[src/rtl/fifo_access_controller.sv]
// fifo_access_controller: shares the QuickRS232 fifo push/pop strobes
// between one writer and one reader, tracks occupancy, checks fifo flags.
//
// Ports:
//   clk, rst            clock, synchronous active-high reset
//   wr_req/wr_data      writer request and word; wr_ack pulses on commit
//   wr_full             occupancy at FIFO_SIZE
//   rd_req              reader request; rd_valid pulses when rd_data updates
//   rd_empty            occupancy at zero
//   count               words stored
//   sync_err            sticky flag/count disagreement
//   fifo_*              strobes and data to/from the fifo
module fifo_access_controller #(
  parameter int FIFO_SIZE   = 8,
  parameter int DATA_WIDTH  = 8,
  parameter int HOLD_CYCLES = 2,
  parameter int GAP_CYCLES  = 2
) (
  input  logic                  clk,
  input  logic                  rst,
  input  logic                  wr_req,
  input  logic [DATA_WIDTH-1:0] wr_data,
  output logic                  wr_ack,
  output logic                  wr_full,
  input  logic                  rd_req,
  output logic [DATA_WIDTH-1:0] rd_data,
  output logic                  rd_valid,
  output logic                  rd_empty,
  output logic [15:0]           count,
  output logic                  sync_err,
  output logic                  fifo_clear,
  output logic                  fifo_push,
  output logic                  fifo_pop,
  output logic [DATA_WIDTH-1:0] fifo_in_data,
  input  logic [DATA_WIDTH-1:0] fifo_out_data,
  input  logic                  fifo_pushed_last,
  input  logic                  fifo_popped_last
);

  typedef enum logic [2:0] {
    S_RESET,
    S_INIT,
    S_IDLE,
    S_WR_HOLD,
    S_WR_GAP,
    S_RD_HOLD,
    S_RD_GAP
  } state_t;

  localparam int TW = 8;
  localparam logic [TW-1:0] HOLD_LAST = TW'(HOLD_CYCLES - 1);
  localparam logic [TW-1:0] GAP_LAST  = TW'(GAP_CYCLES - 1);
  localparam logic [15:0]   FULL_CNT  = 16'(FIFO_SIZE);

  state_t                state, state_d;
  logic [TW-1:0]         tmr, tmr_d;
  logic [15:0]           count_d;
  logic [DATA_WIDTH-1:0] rd_data_d, in_data_d;
  logic                  sync_err_d, clear_d;
  logic                  push_d, pop_d;
  logic                  wr_ack_d, rd_valid_d;
  // last_wr: last grant went to the writer (round-robin pointer)
  logic                  last_wr, last_wr_d;
  // settled: at least one full IDLE cycle has elapsed
  logic                  settled, settled_d;
  logic                  wr_elig, rd_elig;
  logic                  grant_wr, grant_rd;
  logic                  flag_bad;

  assign wr_full  = (count == FULL_CNT);
  assign rd_empty = (count == 16'd0);

  assign wr_elig  = wr_req & ~wr_full;
  assign rd_elig  = rd_req & ~rd_empty;
  assign grant_wr = wr_elig & (~rd_elig | ~last_wr);
  assign grant_rd = rd_elig & (~wr_elig | last_wr);

  assign flag_bad = (fifo_pushed_last != wr_full)
                  | (fifo_popped_last != rd_empty);

  always_comb begin
    state_d    = state;
    tmr_d      = tmr;
    count_d    = count;
    rd_data_d  = rd_data;
    sync_err_d = sync_err;
    clear_d    = 1'b0;
    push_d     = fifo_push;
    pop_d      = fifo_pop;
    in_data_d  = fifo_in_data;
    wr_ack_d   = 1'b0;
    rd_valid_d = 1'b0;
    last_wr_d  = last_wr;
    settled_d  = 1'b0;
    unique case (state)
      S_RESET: begin
        state_d = S_INIT;
        tmr_d   = GAP_LAST;
      end
      S_INIT: begin
        if (tmr == '0) state_d = S_IDLE;
        else           tmr_d   = tmr - TW'(1);
      end
      S_IDLE: begin
        settled_d = ~(grant_wr | grant_rd);
        if (settled && flag_bad) sync_err_d = 1'b1;
        if (grant_wr) begin
          in_data_d = wr_data;
          push_d    = 1'b1;
          last_wr_d = 1'b1;
          tmr_d     = HOLD_LAST;
          state_d   = S_WR_HOLD;
        end else if (grant_rd) begin
          pop_d     = 1'b1;
          last_wr_d = 1'b0;
          tmr_d     = HOLD_LAST;
          state_d   = S_RD_HOLD;
        end
      end
      S_WR_HOLD: begin
        if (tmr == '0) begin
          push_d  = 1'b0;
          tmr_d   = GAP_LAST;
          state_d = S_WR_GAP;
        end else begin
          tmr_d = tmr - TW'(1);
        end
      end
      S_WR_GAP: begin
        if (tmr == '0) begin
          if (count != FULL_CNT) count_d = count + 16'd1;
          wr_ack_d = 1'b1;
          state_d  = S_IDLE;
        end else begin
          tmr_d = tmr - TW'(1);
        end
      end
      S_RD_HOLD: begin
        if (tmr == '0) begin
          pop_d   = 1'b0;
          tmr_d   = GAP_LAST;
          state_d = S_RD_GAP;
        end else begin
          tmr_d = tmr - TW'(1);
        end
      end
      S_RD_GAP: begin
        if (tmr == '0) begin
          if (count != 16'd0) count_d = count - 16'd1;
          rd_data_d  = fifo_out_data;
          rd_valid_d = 1'b1;
          state_d    = S_IDLE;
        end else begin
          tmr_d = tmr - TW'(1);
        end
      end
      default: state_d = S_RESET;
    endcase
  end

  always_ff @(posedge clk) begin
    if (rst) begin
      state        <= S_RESET;
      tmr          <= '0;
      count        <= '0;
      rd_data      <= '0;
      sync_err     <= 1'b0;
      fifo_clear   <= 1'b1;
      fifo_push    <= 1'b0;
      fifo_pop     <= 1'b0;
      fifo_in_data <= '0;
      wr_ack       <= 1'b0;
      rd_valid     <= 1'b0;
      last_wr      <= 1'b0;
      settled      <= 1'b0;
    end else begin
      state        <= state_d;
      tmr          <= tmr_d;
      count        <= count_d;
      rd_data      <= rd_data_d;
      sync_err     <= sync_err_d;
      fifo_clear   <= clear_d;
      fifo_push    <= push_d;
      fifo_pop     <= pop_d;
      fifo_in_data <= in_data_d;
      wr_ack       <= wr_ack_d;
      rd_valid     <= rd_valid_d;
      last_wr      <= last_wr_d;
      settled      <= settled_d;
    end
  end

endmodule

[config.mk]
export PLATFORM = sky130hd
export DESIGN_NAME = fifo_access_controller
export DESIGN_NICKNAME = d
export VERILOG_FILES = /design/src/rtl/fifo_access_controller.sv
export SDC_FILE = /design/constraint.sdc
export NUM_CORES = 1
export LEC_CHECK = 0
export BUFFER_PORTS_ARGS = -buffer_cell sky130_fd_sc_hd__buf_4
export CELL_PAD_IN_SITES_DETAIL_PLACEMENT = 1
export CELL_PAD_IN_SITES_GLOBAL_PLACEMENT = 2
export CORE_ASPECT_RATIO = 0.75
export CORE_UTILIZATION = 34
export DETAILED_ROUTE_END_ITERATION = 8
export PLACE_DENSITY = 0.9
export SLEW_MARGIN = 0
export SYNTH_ARGS = -nofsm -noshare
export SYNTH_HDL_FRONTEND = slang
export SYNTH_SLANG_ARGS = --single-unit
[constraint.sdc]
create_clock -name clk -period 5.2 [get_ports clk]
set_clock_uncertainty 0.1 [all_clocks]
set_input_delay 0.52 -clock clk [delete_from_list [all_inputs] [get_ports clk]]
set_output_delay 0.52 -clock clk [all_outputs]
set_load 0.1 [all_outputs]
**Word-level counts from Yosys, hierarchy flattened**

Index checks and enable logic that the tools add are counted.

- Register bits after elaboration: 51
- Logic and storage cells: 105

- Add/subtract/negate cells: 3
- Equality and inequality tests: 22
- Multiplexer cells: 26
- Bitwise gates (word level): 17
- Reduce and logical (&&, ||, !) cells: 24

Operators by type and width:

| operator | number |
|---|---|
| $mux 16 | 4 |
| $mux 8 | 4 |
| $pmux 16 s2 | 1 |
| $pmux 8 s4 | 1 |
| $ne 2x2->1 const B | 10 |
| $add 16x1->16 const B | 1 |
| $eq 16x4->1 const B | 1 |
| $logic_not 16->1 | 1 |
| $ne 16x4->1 const B | 1 |
| $reduce_bool 16->1 | 1 |
| $sub 16x1->16 const B | 1 |
| $mux 3 | 5 |
| $pmux 3 s5 | 1 |
| $eq 3x3->1 const B | 3 |
| $not 1->1 | 9 |
| $logic_not 8->1 | 1 |
| $mux 1 | 8 |
| $reduce_and 2->1 | 4 |
| $reduce_and 4->1 | 2 |
| $reduce_bool 2->1 | 4 |
| $reduce_or 2->1 | 4 |
| $sub 8x1->8 const B | 1 |
| $eq 3x2->1 const B | 2 |
| $reduce_and 3->1 | 2 |
| 12 further kinds | 20 |

**Logic depth before layout (Yosys ltp)**

- Depth after elaboration: 9
- Gate-level depth with buffers: 9
- Gate-level depth less buffers: 8

**Worst setup path before layout**

No wires, ideal clock.

- Path type: register to register
- Start point: register count[7]
- End point: register state[2]
- Setup time: 0.116 ns
- Arrival: 3.167 ns
- Data required time: 4.984 ns
- Path slack: 1.818 ns
- Cell stages (with the launch flop): 9
- Buffers on the path: 2
- Cells stage by stage: dfxtp_1 > buf_6 > or4_1 > buf_2 > or3_1 > or2_4 > inv_1 > o21ai_0 > a31o_1

- Longest elaborated chain between the ends: 8
- Elaborated cells between the ends (all ways): 16

Ends and longest elaborated chain:

| element | line | RTL |
|---|---|---|
| start: declaration | 29 | `output logic [15:0] count,` |
| start signal: assignment | 179 | `count <= count_d;` |
| $logic_not 16->1 * | 71 | `assign rd_empty = (count == 16'd0);` |
| named net rd_empty | 28 | `output logic rd_empty,` |
| $not 1->1 * | 74 | `assign rd_elig = rd_req & ~rd_empty;` |
| $and 1x1->1 * | 74 |  |
| $not 1->1 | 75 | `assign grant_wr = wr_elig & (~rd_elig \| ~last_wr);` |
| $or 1x1->1 | 75 |  |
| $and 1x1->1 | 75 |  |
| $mux 3 or $ne 3x3->1 (tied branches) | -- |  |
| $pmux 3 s5 or $reduce_and 4->1 (tied branches) | -- |  |
| end signal: assignment | 177 | `state <= state_d;` |
| end: declaration | 55 | `state_t state, state_d;` |

Mark *: on every way through the listed nets, which the timed path passes. The rest lies on a longest branch.
A chain may end at the register's enable or synchronous reset.

**Worst setup path after layout**

- Start point: register count[7]
- End point: output port rd_empty

- Longest elaborated chain between the ends: 1

Ends and longest elaborated chain:

| element | line |
|---|---|
| $logic_not 16->1 | 71 |
| end: declaration | 28 |

No other way between the ends.

==> flow_results.xml <==
<?xml version="1.0" encoding="UTF-8"?>
<metrics>
  <group name="setup_path">
    <metric name="critPathKind" unit="">flop to primary output</metric>
    <metric name="series_of_cell_instances_along_the_critical_path" unit="">or4_1 -&gt; or3_1 -&gt; or2_4 -&gt; inv_1 -&gt; buf_4</metric>
    <metric name="critical-path-slowest-cell" unit="">sky130_fd_sc_hd__or4_1</metric>
    <metric name="critical_register_to_register_path_startpoint" unit="">state[1]</metric>
    <metric name="worst-path-buf-inv" unit="">2</metric>
    <metric name="critical_path.startpoint_type" unit="">flop</metric>
    <metric name="reg2reg_depth" unit="">8</metric>
    <metric name="reg2reg_slack" unit="ns">2.21</metric>
    <metric name="timing.critical_path.max_delay_family" unit="">simple AND/OR/NAND/NOR gates</metric>
    <metric name="required_time_of_the_critical_path" unit="ns">4.58</metric>
    <metric name="maximum_fanout_along_the_worst_path" unit="">10</metric>
    <metric name="crit_path_capture_type" unit="">primary output</metric>
    <metric name="timing.critical_path.arrival" unit="ns">2.41</metric>
    <metric name="cp_num_cells" unit="">5</metric>
    <metric name="reg_to_reg_critical_path_endpoint" unit="">count[12]</metric>
    <metric name="timing.critical_path.slowest_cell_delay" unit="ns">0.69</metric>
  </group>
  <group name="timing">
    <metric name="worst_slew_pin_slew" unit="ns">0.884</metric>
    <metric name="period_share" unit="%">58.3</metric>
    <metric name="slew_headroom" unit="%">40.6</metric>
    <metric name="setup_total_negative_slack" unit="ns">0</metric>
    <metric name="max_clock_freq" unit="GHz">0.330</metric>
    <metric name="final-hold-violation-count" unit="">0</metric>
    <metric name="post-route-min-period" unit="ns">3.03</metric>
    <metric name="grt_setup_unrepaired" unit="">false</metric>
    <metric name="drv_slew" unit="">0</metric>
    <metric name="setup_violations" unit="">0</metric>
  </group>
  <group name="power_and_ir_drop">
    <metric name="p_leak" unit="nW">1.39</metric>
    <metric name="power_report.internal_total" unit="W">0.000869</metric>
    <metric name="sequentialPowerShare" unit="%">34.8</metric>
    <metric name="irDropWorstVdd" unit="mV">0.146</metric>
    <metric name="power_per_cell_area" unit="mW/mm²">411</metric>
    <metric name="power.share.combinational" unit="%">38.9</metric>
    <metric name="p_total" unit="W">0.00149</metric>
    <metric name="clkPwrFrac" unit="%">26.3</metric>
    <metric name="power.net_switching" unit="W">0.000618</metric>
    <metric name="swShare" unit="%">41.6</metric>
  </group>
  <group name="clock_network">
    <metric name="clk_path_buf_depth" unit="">2</metric>
    <metric name="worstSkewPairLatency" unit="ns">0.30</metric>
    <metric name="holdBufCountCts" unit="">0</metric>
    <metric name="cts_resized" unit="">0</metric>
    <metric name="cts_inserted_buffers" unit="">5</metric>
    <metric name="clock-sinks" unit="">51</metric>
    <metric name="clk_transition_reported_paths" unit="ns">0.08</metric>
    <metric name="cts-root-buf" unit="">sky130_fd_sc_hd__clkbuf_16</metric>
    <metric name="cts_setup_buffers" unit="">0</metric>
    <metric name="htreeDepth" unit="">2</metric>
    <metric name="clock_tree_from_tritoncts" unit="">done</metric>
  </group>
  <group name="floorplan">
    <metric name="pin_count" unit="">62</metric>
    <metric name="core_area" unit="mm²">0.00845</metric>
    <metric name="die_height" unit="µm">82.9</metric>
    <metric name="initial_utilization" unit="%">35.1</metric>
    <metric name="placement_rows" unit="">29</metric>
    <metric name="floorplan.die.width" unit="µm">110</metric>
    <metric name="die_area" unit="mm²">0.00911</metric>
  </group>
  <group name="detailed_routing">
    <metric name="remaining_drc_errors" unit="">0</metric>
    <metric name="antenna_violating_nets_post_route" unit="">0</metric>
    <metric name="wl_per_cell" unit="µm">16.7</metric>
    <metric name="viasPerCell" unit="">5.60</metric>
    <metric name="dr_total_vias" unit="">2952</metric>
    <metric name="drt_wl_total" unit="µm">8790</metric>
    <metric name="drt_pre_antenna_iters" unit="">4</metric>
    <metric name="dr.first_iter.drc_count" unit="">157</metric>
  </group>
  <group name="min_path">
    <metric name="min_from" unit="">rd_data[5]</metric>
    <metric name="min_delay_worst_endpoint" unit="">rd_data[5]</metric>
    <metric name="hold_class" unit="">flop to flop</metric>
    <metric name="timing.hold.worst_path_depth" unit="">2</metric>
  </group>
  <group name="place">
    <metric name="place_congestion" unit="">0.795</metric>
    <metric name="portBuffers" unit="">61</metric>
    <metric name="dp.final_hpwl" unit="µm">6210</metric>
  </group>
  <group name="cells_and_area">
    <metric name="areaGrowthSynthToFinish" unit="%">22.1</metric>
    <metric name="post_route_cells_drive_above_1_share" unit="%">20.3</metric>
    <metric name="diodes" unit="">0</metric>
    <metric name="multi_input_comb_area" unit="mm²">0.00180</metric>
    <metric name="nNetsFinal" unit="">443</metric>
    <metric name="regArea" unit="mm²">0.00102</metric>
    <metric name="fillCellCount" unit="">1027</metric>
  </group>
  <group name="synthesis">
    <metric name="syn-mean-instance-area" unit="µm²">7.89</metric>
    <metric name="synthesis.instances" unit="">376</metric>
    <metric name="synthDominantCellAreaShare" unit="%">34.4</metric>
    <metric name="synth.yosys.seq_area_share" unit="%">34.4</metric>
    <metric name="synthesis.area" unit="mm²">0.00297</metric>
    <metric name="yosys_register_bits" unit="">51</metric>
    <metric name="synth_edf_count" unit="">0</metric>
    <metric name="ys_async_sr_fraction" unit="%">0</metric>
    <metric name="synth_top_area_cell" unit="">sky130_fd_sc_hd__dfxtp_1</metric>
    <metric name="post_synth_main_area_contributors" unit="">sky130_fd_sc_hd__dfxtp_1, sky130_fd_sc_hd__nand2b_1, sky130_fd_sc_hd__a21oi_1, sky130_fd_sc_hd__nand2_1, sky130_fd_sc_hd__mux2i_1</metric>
    <metric name="postSynthNetCount" unit="">401</metric>
    <metric name="ys_types" unit="">60</metric>
    <metric name="ys_warn_count" unit="">0</metric>
    <metric name="prevailing_post_synth_register_cell" unit="">sky130_fd_sc_hd__dfxtp_1</metric>
  </group>
  <group name="outcome">
    <metric name="run_status" unit="">complete, no violations</metric>
  </group>
  <group name="global_route">
    <metric name="gr-total-overflow" unit="">0</metric>
    <metric name="grt_pass1_wl" unit="µm">14700</metric>
    <metric name="vias_in_the_first_global_route" unit="">2954</metric>
    <metric name="largest_net_degree_at_the_start_of_global_routing" unit="">73</metric>
    <metric name="global_route.usage.total" unit="%">20.3</metric>
    <metric name="grt_antenna_before_repair" unit="">0</metric>
  </group>
  <group name="job">
    <metric name="drv_cap" unit="">0</metric>
  </group>
</metrics>
[final cells by class]
cell class	count	area share, %
repair buffers	61	12.6
inverters	10	1.04
clock buffers	5	3.46
flip-flops and latches	51	28.2
multi-input cells	289	49.7
clock inverters	3	1.28
well taps	108	3.73
[cells in the final DEF, fill, tap and decap left out, types with 3 or more instances in the layout]
cell type / instances
sky130_fd_sc_hd__a211oi_1: 3
sky130_fd_sc_hd__a21oi_1: 31
sky130_fd_sc_hd__a311oi_1: 4
sky130_fd_sc_hd__a31o_2: 4
sky130_fd_sc_hd__a31oi_1: 5
sky130_fd_sc_hd__and3_1: 4
sky130_fd_sc_hd__buf_4: 61
sky130_fd_sc_hd__clkbuf_16: 5
sky130_fd_sc_hd__dfxtp_1: 51
sky130_fd_sc_hd__ha_1: 3
sky130_fd_sc_hd__inv_1: 10
sky130_fd_sc_hd__mux2_2: 5
sky130_fd_sc_hd__mux2i_1: 11
sky130_fd_sc_hd__nand2_1: 40
sky130_fd_sc_hd__nand2b_1: 26
sky130_fd_sc_hd__nand3_1: 6
sky130_fd_sc_hd__nand3b_1: 3
sky130_fd_sc_hd__nand4_1: 6
sky130_fd_sc_hd__nand4b_1: 4
sky130_fd_sc_hd__nor2_1: 29
sky130_fd_sc_hd__nor2b_1: 8
sky130_fd_sc_hd__nor3_1: 14
sky130_fd_sc_hd__nor4_1: 11
sky130_fd_sc_hd__o21a_1: 3
sky130_fd_sc_hd__o21ai_0: 13
sky130_fd_sc_hd__or3_1: 9
sky130_fd_sc_hd__or4_1: 5
sky130_fd_sc_hd__xnor2_1: 3
[metal layers]
metal  wire length [µm]  share of wire, %  track usage (%)
met1               4340                49             27.8
met2               3760                43             30.2
met3                612               7.0             6.67
met4                 85              0.97             5.94
met5                  0                 0                0
[flip-flops by register name, indices dropped and copies added (netlist names)]
name and count:
rd_data 8, wr_ack 1, last_wr 1, sync_err 1, fifo_pop 1, tmr 8
fifo_in_data 8, fifo_clear 1, settled 1, count 16, fifo_push 1, state 3
rd_valid 1
[synthesized netlist by cell type (3+ instances only)]
cell type and count:
sky130_fd_sc_hd__a211oi_1 3, sky130_fd_sc_hd__a21oi_1 31, sky130_fd_sc_hd__a311oi_1 4, sky130_fd_sc_hd__a31o_2 4
sky130_fd_sc_hd__a31oi_1 5, sky130_fd_sc_hd__and3_1 4, sky130_fd_sc_hd__buf_2 4, sky130_fd_sc_hd__clkbuf_1 19
sky130_fd_sc_hd__dfxtp_1 51, sky130_fd_sc_hd__ha_1 3, sky130_fd_sc_hd__inv_1 10, sky130_fd_sc_hd__mux2_2 5
sky130_fd_sc_hd__mux2i_1 11, sky130_fd_sc_hd__nand2_1 40, sky130_fd_sc_hd__nand2b_1 26, sky130_fd_sc_hd__nand3_1 6
sky130_fd_sc_hd__nand3b_1 3, sky130_fd_sc_hd__nand4_1 6, sky130_fd_sc_hd__nand4b_1 4, sky130_fd_sc_hd__nor2_1 29
sky130_fd_sc_hd__nor2b_1 8, sky130_fd_sc_hd__nor3_1 14, sky130_fd_sc_hd__nor4_1 11, sky130_fd_sc_hd__o21a_1 3
sky130_fd_sc_hd__o21ai_0 13, sky130_fd_sc_hd__or3_1 9, sky130_fd_sc_hd__or4_1 5, sky130_fd_sc_hd__xnor2_1 3
[cell families (layout without fill, tap and decap cells)]
kind of cell | count (synthesis) | count (layout) | share of synthesized area [%]
AO/OA/AOI/OAI | 89 | 89 | 20.4
XOR/XNOR | 4 | 4 | 1.18
adder cells (fa/ha/maj) | 3 | 3 | 1.27
buffers and inverters | 36 | 79 | 4.98
flip-flops | 51 | 51 | 34.4
multiplexers | 16 | 16 | 5.61
AND/OR/NAND/NOR | 177 | 177 | 32.2
[worst min-delay path: cells and delay by family, from the launching register on]
family | cells | cell delay [ns]
flip-flops | 1 | 0.31
AND/OR/NAND/NOR | 1 | 0.05
AO/OA/AOI/OAI | 1 | 0.05
[power groups by stage]
stage | clock network, W | logic (W) | registers (W)
2_1_floorplan | 0 | 0.000399 | 0.000556
3_3_place_gp | 0 | 0.000563 | 0.000517
3_5_place_dp | 0 | 0.000576 | 0.000525
4_1_cts | 0.000401 | 0.000580 | 0.000516
5_1_grt | 0.000415 | 0.000639 | 0.000528
6_report | 0.000391 | 0.000578 | 0.000518
[through the flow]
step                cell area, µm²  util (%)  setup slack, ns  cells  hold slack (ns)
floorplan                     2970         -             1.82    376            0.369
global placement              3450      40.8             2.33    519            0.340
detailed placement            3450      40.8             2.23    519            0.348
CTS                           3620      42.8             2.16    527            0.359
global route                  3620      42.8             1.91    527            0.370
finish                        3620      42.8             2.17    527            0.357
[worst max-delay path by stage]
stage                 to  startpoint  slack [ns]
2_1_floorplan   state[2]    count[7]        1.82
3_3_place_gp   count[15]   count[12]        2.33
3_5_place_dp   count[15]   count[12]        2.23
4_1_cts         rd_empty    count[7]        2.16
5_1_grt        count[10]    state[1]        1.91
6_report        rd_empty    count[7]        2.17
No activity file was read; power rests on OpenSTA's default activity.
